### src/rtl/calc_resp_sched_if.sv
// Lane-result and response-mux signal bundle for calc_resp_sched.
// master: the ALU-lane / mux side. slave: the scheduler itself.
interface calc_resp_sched_if;
   logic        add_vld;
   logic [0:1]  add_resp;
   logic [0:31] add_data;
   logic        shf_vld;
   logic [0:1]  shf_resp;
   logic [0:31] shf_data;
   logic        add_full;
   logic        shf_full;
   logic [0:31] req_data1;
   logic [0:1]  req_resp1;
   logic [0:31] req_data2;
   logic [0:1]  req_resp2;

   modport master (
      output add_vld, add_resp, add_data, shf_vld, shf_resp, shf_data,
      input  add_full, shf_full, req_data1, req_resp1, req_data2, req_resp2
   );

   modport slave (
      input  add_vld, add_resp, add_data, shf_vld, shf_resp, shf_data,
      output add_full, shf_full, req_data1, req_resp1, req_data2, req_resp2
   );
endinterface

### src/rtl/calc_resp_sched.sv
// calc_resp_sched: buffers adder and shifter results in per-lane FIFOs and
// issues at most one registered response per cycle with round-robin
// arbitration. Lane 0 is the adder, lane 1 the shifter.
// Optional macro RESP_SCHED_STATS_EN adds the drop_cnt/issue_cnt counters.
module calc_resp_sched #(
   parameter int DEPTH = 4,
   parameter int AW    = 2
) (
`ifdef RESP_SCHED_STATS_EN
   output logic [0:7]  drop_cnt,
   output logic [0:15] issue_cnt,
`endif
   input  logic        c_clk,
   input  logic        reset,
   calc_resp_sched_if.slave bus
);

   typedef enum logic {GRANT_ADD = 1'b0, GRANT_SHF = 1'b1} grant_e;

   localparam int LANES = 2;

   logic [LANES-1:0] lane_vld;
   logic [LANES-1:0] lane_push;
   logic [LANES-1:0] lane_pop;
   logic [LANES-1:0] lane_ne;
   logic [LANES-1:0] lane_full;
   logic [LANES-1:0] lane_drop;
   logic [0:1]       lane_resp [LANES];
   logic [0:31]      lane_data [LANES];
   logic [0:33]      lane_head [LANES];

   grant_e      last_grant_q, last_grant_d;
   logic [0:1]  req_resp1_q, req_resp1_d;
   logic [0:31] req_data1_q, req_data1_d;
   logic [0:1]  req_resp2_q, req_resp2_d;
   logic [0:31] req_data2_q, req_data2_d;

   assign lane_vld     = {bus.shf_vld, bus.add_vld};
   assign lane_resp[0] = bus.add_resp;
   assign lane_resp[1] = bus.shf_resp;
   assign lane_data[0] = bus.add_data;
   assign lane_data[1] = bus.shf_data;

   genvar gi;
   generate
      for (gi = 0; gi < LANES; gi++) begin : g_lane
         logic [0:33]   mem_q [DEPTH];
         logic [AW-1:0] wr_ptr_q, wr_ptr_d;
         logic [AW-1:0] rd_ptr_q, rd_ptr_d;
         logic [AW:0]   cnt_q, cnt_d;
         logic          full_q, full_d;

         // Full is judged on the registered (pre-edge) count, so a push
         // into a full FIFO is dropped even when that FIFO pops this cycle.
         assign lane_push[gi] = lane_vld[gi] && (lane_resp[gi] != 2'b00) && !full_q;
         assign lane_drop[gi] = lane_vld[gi] && (lane_resp[gi] != 2'b00) && full_q;
         assign lane_ne[gi]   = (cnt_q != '0);
         assign lane_full[gi] = full_q;
         assign lane_head[gi] = mem_q[rd_ptr_q];

         // Pointer/count bookkeeping; simultaneous push and pop leave count alone.
         always_comb begin
            wr_ptr_d = wr_ptr_q;
            rd_ptr_d = rd_ptr_q;
            cnt_d    = cnt_q;
            if (lane_push[gi]) wr_ptr_d = wr_ptr_q + AW'(1);
            if (lane_pop[gi])  rd_ptr_d = rd_ptr_q + AW'(1);
            case ({lane_push[gi], lane_pop[gi]})
               2'b10:   cnt_d = cnt_q + (AW+1)'(1);
               2'b01:   cnt_d = cnt_q - (AW+1)'(1);
               default: cnt_d = cnt_q;
            endcase
            full_d = (cnt_d == (AW+1)'(DEPTH));
         end

         // FIFO control state register.
         always_ff @(posedge c_clk) begin
            if (reset) begin
               wr_ptr_q <= '0;
               rd_ptr_q <= '0;
               cnt_q    <= '0;
               full_q   <= 1'b0;
            end else begin
               wr_ptr_q <= wr_ptr_d;
               rd_ptr_q <= rd_ptr_d;
               cnt_q    <= cnt_d;
               full_q   <= full_d;
            end
         end

         // Entry storage; contents need no reset since the count gates reads.
         always_ff @(posedge c_clk) begin
            if (!reset && lane_push[gi]) begin
               mem_q[wr_ptr_q] <= {lane_resp[gi], lane_data[gi]};
            end
         end
      end
   endgenerate

   // Round-robin pick between non-empty lanes and next response outputs.
   always_comb begin
      lane_pop     = '0;
      last_grant_d = last_grant_q;
      req_resp1_d  = '0;
      req_data1_d  = '0;
      req_resp2_d  = '0;
      req_data2_d  = '0;
      if (lane_ne[0] && (!lane_ne[1] || last_grant_q == GRANT_SHF)) begin
         lane_pop[0]  = 1'b1;
         last_grant_d = GRANT_ADD;
         req_resp1_d  = lane_head[0][0:1];
         req_data1_d  = lane_head[0][2:33];
      end else if (lane_ne[1]) begin
         lane_pop[1]  = 1'b1;
         last_grant_d = GRANT_SHF;
         req_resp2_d  = lane_head[1][0:1];
         req_data2_d  = lane_head[1][2:33];
      end
   end

   // Output and grant registers; reset leaves the adder first in line.
   always_ff @(posedge c_clk) begin
      if (reset) begin
         last_grant_q <= GRANT_SHF;
         req_resp1_q  <= '0;
         req_data1_q  <= '0;
         req_resp2_q  <= '0;
         req_data2_q  <= '0;
      end else begin
         last_grant_q <= last_grant_d;
         req_resp1_q  <= req_resp1_d;
         req_data1_q  <= req_data1_d;
         req_resp2_q  <= req_resp2_d;
         req_data2_q  <= req_data2_d;
      end
   end

   assign bus.req_resp1 = req_resp1_q;
   assign bus.req_data1 = req_data1_q;
   assign bus.req_resp2 = req_resp2_q;
   assign bus.req_data2 = req_data2_q;
   assign bus.add_full  = lane_full[0];
   assign bus.shf_full  = lane_full[1];

`ifdef RESP_SCHED_STATS_EN
   logic [0:7]  drop_cnt_q, drop_cnt_d;
   logic [0:15] issue_cnt_q, issue_cnt_d;
   logic [8:0]  drop_sum;

   // Saturating drop counter (both lanes may drop together) and wrapping issue counter.
   always_comb begin
      drop_sum    = {1'b0, drop_cnt_q} + 9'(lane_drop[0]) + 9'(lane_drop[1]);
      drop_cnt_d  = (drop_sum > 9'd255) ? 8'd255 : drop_sum[7:0];
      issue_cnt_d = issue_cnt_q + 16'(|lane_pop);
   end

   // Statistics registers.
   always_ff @(posedge c_clk) begin
      if (reset) begin
         drop_cnt_q  <= '0;
         issue_cnt_q <= '0;
      end else begin
         drop_cnt_q  <= drop_cnt_d;
         issue_cnt_q <= issue_cnt_d;
      end
   end

   assign drop_cnt  = drop_cnt_q;
   assign issue_cnt = issue_cnt_q;
`endif

endmodule

### src/flat_wrapper.sv
// flat-port wrapper written by rule: the top's interface ports become plain ports
module calc_resp_sched_flat 
#(
   parameter int DEPTH = 4,
   parameter int AW    = 2
)
  (c_clk, reset, bus_add_vld, bus_add_resp, bus_add_data, bus_shf_vld, bus_shf_resp, bus_shf_data, bus_add_full, bus_shf_full, bus_req_data1, bus_req_resp1, bus_req_data2, bus_req_resp2);
  calc_resp_sched_if bus_i ();
  input  logic c_clk;
  input  logic reset;
  input wire logic [$bits(bus_i.add_vld)-1:0] bus_add_vld;
  input wire logic [$bits(bus_i.add_resp)-1:0] bus_add_resp;
  input wire logic [$bits(bus_i.add_data)-1:0] bus_add_data;
  input wire logic [$bits(bus_i.shf_vld)-1:0] bus_shf_vld;
  input wire logic [$bits(bus_i.shf_resp)-1:0] bus_shf_resp;
  input wire logic [$bits(bus_i.shf_data)-1:0] bus_shf_data;
  output wire logic [$bits(bus_i.add_full)-1:0] bus_add_full;
  output wire logic [$bits(bus_i.shf_full)-1:0] bus_shf_full;
  output wire logic [$bits(bus_i.req_data1)-1:0] bus_req_data1;
  output wire logic [$bits(bus_i.req_resp1)-1:0] bus_req_resp1;
  output wire logic [$bits(bus_i.req_data2)-1:0] bus_req_data2;
  output wire logic [$bits(bus_i.req_resp2)-1:0] bus_req_resp2;
  assign bus_i.add_vld = bus_add_vld;
  assign bus_i.add_resp = bus_add_resp;
  assign bus_i.add_data = bus_add_data;
  assign bus_i.shf_vld = bus_shf_vld;
  assign bus_i.shf_resp = bus_shf_resp;
  assign bus_i.shf_data = bus_shf_data;
  assign bus_add_full = bus_i.add_full;
  assign bus_shf_full = bus_i.shf_full;
  assign bus_req_data1 = bus_i.req_data1;
  assign bus_req_resp1 = bus_i.req_resp1;
  assign bus_req_data2 = bus_i.req_data2;
  assign bus_req_resp2 = bus_i.req_resp2;
  calc_resp_sched #(.DEPTH(DEPTH), .AW(AW)) u_core (.c_clk(c_clk), .reset(reset), .bus(bus_i));
endmodule
### config.mk
export PLATFORM = sky130hd
export DESIGN_NAME = calc_resp_sched_flat
export DESIGN_NICKNAME = d
export VERILOG_FILES = /design/src/rtl/calc_resp_sched_if.sv /design/src/rtl/calc_resp_sched.sv /design/src/flat_wrapper.sv
export SDC_FILE = /design/constraint.sdc
export NUM_CORES = 1
export LEC_CHECK = 0
export ABC_CLOCK_PERIOD_IN_PS = 6600
export CAP_MARGIN = 20
export CORE_ASPECT_RATIO = 0.8
export CORE_MARGIN = 10
export CORE_UTILIZATION = 55
export DETAILED_ROUTE_END_ITERATION = 16
export HOLD_SLACK_MARGIN = 0.12
export PLACE_DENSITY_LB_ADDON = 0.08
export SLEW_MARGIN = 30
export SYNTH_ARGS = -nofsm -noshare
export SYNTH_HDL_FRONTEND = slang
export SYNTH_SLANG_ARGS = --single-unit
### constraint.sdc
create_clock -name c_clk -period 6.6 [get_ports c_clk]
set_input_delay 0.66 -clock c_clk [delete_from_list [all_inputs] [get_ports c_clk]]
set_output_delay 0.66 -clock c_clk [all_outputs]
set_load 0.03 [all_outputs]
==> summary.txt <==
Clocking
  – Longest Clk Path Bufs: 3
  – Setup repair bufs after CTS: 0
  – CTS Sinks: between 300 and 400
  – Resized Gates After CTS: 0
  – Num CTS Buffers: 36
  – Skew-Pair Late Insertion Delay: approximately 0.5 ns
  – Root Buffer: clkbuf_16
  – Clk slew on worst S/H paths: approximately 0.060 ns
  – CTS Hold Bufs: 0
  – CTS tree: done
  – Htree depth: 2

Critical path
  – Worst Path Arrival: 2.83 ns
  – Worst Path Required: between 6 and 7 ns
  – Crit-path leading delay family: simple AND/OR/NAND/NOR gates
  – Buf/Inv on CP: 2
  – CP Max Fanout: 27
  – Slowest cell on crit path: nor3b_2
  – Crit path capture type: flip-flop
  – Crit-path cells: clkdlybuf4s50_1 -> nor2_1 -> or2_2 -> nor3b_2 -> buf_4
  – Startpoint types: input pin
  – Worst Reg-to-Reg Cells: 8
  – Setup CP Type: input pin to flip-flop
  – Levels on crit path: 5
  – CP peak stage delay: roughly 0.64 ns

Final layout
  – Most common cell after layout, fill and taps aside: edfxtp_1
  – Area Overhead vs Synth: 24.3%
  – Antenna Cells: 0
  – Nets@finish: 864
  – Most frequent cells in the layout: edfxtp_1, clkdlybuf4s50_1, dfxtp_1, mux4_2, nor2b_1
  – Fin cells: 1114
  – Fraction of layout cells with a size suffix above 1: 0.207

Route
  – Residual DRC count: 0
  – Drt total wl: roughly 23000 um
  – DR iter-0 viols: between 300 and 400
  – Number of vias per cell: about 5.4
  – Pre-antenna DRT Iters: 5
  – Vias: roughly 6000
  – Antenna-violating nets left: 0
  – Post-DR wirelength/cell: 21.0 um

Timing
  – RSZ-0062 raised after global routing: false
  – Final worst path period need: 2.67 ns
  – # setup viols final: 0
  – Final period util: 0.405
  – Final hold viol count: 0
  – Worst Skew: ~0.0084 ns
  – Worst Tran Pin Value: a little over 0.7 ns
  – Final slew viol count: 0
  – Max Clock Freq: around 0.37 GHz
  – Sum Neg Setup Slack: 0 ns
  – Slew Limit Headroom: 0.517

GRT
  – Gr usage total: 0.161
  – Initial antenna violation count: 0
  – Remaining Overflow, GRT: 0
  – Vias in the first global route: ~6600
  – Pin count of the biggest net entering global routing: 38
  – First-pass GRT wire length: around 37000 um

Die
  – Num rows: 49
  – Die Wd: about 190 um
  – CORE AREA: ~23000 um2
  – Die Height: about 160 um
  – Starting Density: 0.562
  – Die footprint: roughly 30000 um2
  – I/O pin cnt: approximately 140

Flow run
  – Total of max-cap violations: 0

Synth
  – Ys Warns: 0
  – Post-synthesis cell area: between 10000 and 15000 um2
  – Seq/Total Area, Yosys: 0.779
  – Number of flops mapped to enable cells by yosys: about 270
  – Syn Inst Count: 615
  – Post-Syn Nets: ~700
  – Ys async rst share: 0
  – Dominant synthesized flop cell: edfxtp_1
  – Post-synthesis register bit count: 357
  – Synth unique cells: 30
  – Avg Synthesized Cell Area: 20.6 um2

Outcome
  – Status: finished, final reports clean

Power
  – Leak pwr: between 5 and 6 nW
  – Pwr Density: between 400 and 500 nW/um2
  – Maximum VDD drop: slightly below 0.3 mV

Place
  – Port Buffers: 141
  – Final RePlAce weighted congestion: 0.714
  – Placed insts: between 1000 and 1500
  – Hpwl dp: 14300 um

Hold path
  – Hold-critical path depth: 2
  – Worst hold-check path type: flip-flop to flip-flop
-- Yosys cell counts (6+ instances only) --
cell type | n | area [um2]
nor2b_2 | 7 | 61.3
clkbuf_1 | 14 | 52.6
inv_1 | 11 | 41.3
or3_1 | 7 | 43.8
mux4_2 | 68 | 1530
edfxtp_1 | 272 | 8170
nor2b_1 | 66 | 413
nor3b_1 | 9 | 67.6
o21ai_0 | 8 | 40.0
a21oi_1 | 7 | 35.0
ha_1 | 10 | 125
dfxtp_1 | 85 | 1700
buf_2 | 6 | 30.0
nor2_1 | 10 | 37.5
-- per-stage QoR --
step	instance area, um2	hold slack [ns]	util	worst slack (ns)	power, W
after detailed placement	14500	0.534	0.643	3.35	0.00437
final	15800	0.543	0.699	3.93	0.00642
after floorplan	12700	0.487	-	2.40	0.00386
after global placement	14500	0.504	0.641	3.46	0.00431
after CTS	15800	0.543	0.698	3.89	0.00650
after global routing	15800	0.578	0.699	3.75	0.00672
-- routing by layer --
metal / global-route usage / wire length [um] / vias to the layer above / share of wire
li1: - / - / 2732 / -
met3: 0.0387 / 1210 / 25 / 0.052
met2: 0.273 / 12100 / 136 / 0.52
met1: 0.204 / 9740 / 3068 / 0.42
met5: 0 / 0 / - / 0
met4: 0.0422 / 294 / 0 / 0.013
-- path summary, 6_finish.rpt --
check	from	end	slack, ns
worst max register to register	u_core.g_lane[1].cnt_q[2]	u_core.bus.add_full	4.09
worst max-delay path	bus_add_resp[1]	u_core.g_lane[0].mem_q[2][8]	3.93
worst min register to register	u_core.g_lane[0].wr_ptr_q[0]	u_core.g_lane[0].wr_ptr_q[0]	0.54
worst min-delay path	u_core.g_lane[0].wr_ptr_q[0]	u_core.g_lane[0].wr_ptr_q[0]	0.54
-- final cells by class --
| type | instances | area, um2 |
|---|---|---|
| tap | 306 | 383 |
| sequential | 357 | 9880 |
| multi-input combinational | 219 | 2660 |
| fill | 1465 | 6800 |
| clock buffer | 46 | 980 |
| timing repair buffer | 155 | 1540 |
| clock inverter | 20 | 280 |
| inverter | 11 | 41.3 |
-- report_power, final --
group / internal, W / switching [W]
sequential: 0.00264 / 0.000138
clock: 0.00133 / 0.000803
combinational: 0.000754 / 0.000761
total: 0.00472 / 0.00170
-- tightest hold or removal path, stage by stage (launching register included) --
cell,delay (ns)
dfxtp_1,0.35
o21ai_0,0.09
a21oi_1,0.06
-- cell families (layout without fill, tap and decap cells) --
kind of cell | after synthesis | count (layout) | share of synthesized area
xor gates and xnor gates | 4 | 4 | 0.00276
buffers and inverters | 39 | 232 | 0.0157
DFF | 357 | 357 | 0.779
AOI/OAI and AO/OA | 25 | 25 | 0.0125
adders and majority gates | 12 | 12 | 0.0130
muxes | 71 | 71 | 0.123
and+or+nand+nor | 107 | 107 | 0.0538
-- registers in the layout (all words and copies together) (netlist names) --
register and flops:
u_core.g_lane.mem_q 272, u_core.bus.req_data1 32, u_core.bus.req_data2 32, u_core.g_lane.cnt_q 6, u_core.g_lane.rd_ptr_q 4, u_core.g_lane.wr_ptr_q 4
u_core.bus.req_resp1 2, u_core.bus.req_resp2 2, u_core.bus.add_full 1, u_core.bus.shf_full 1, u_core.last_grant_q 1
No activity file was read; power rests on OpenSTA's default activity.
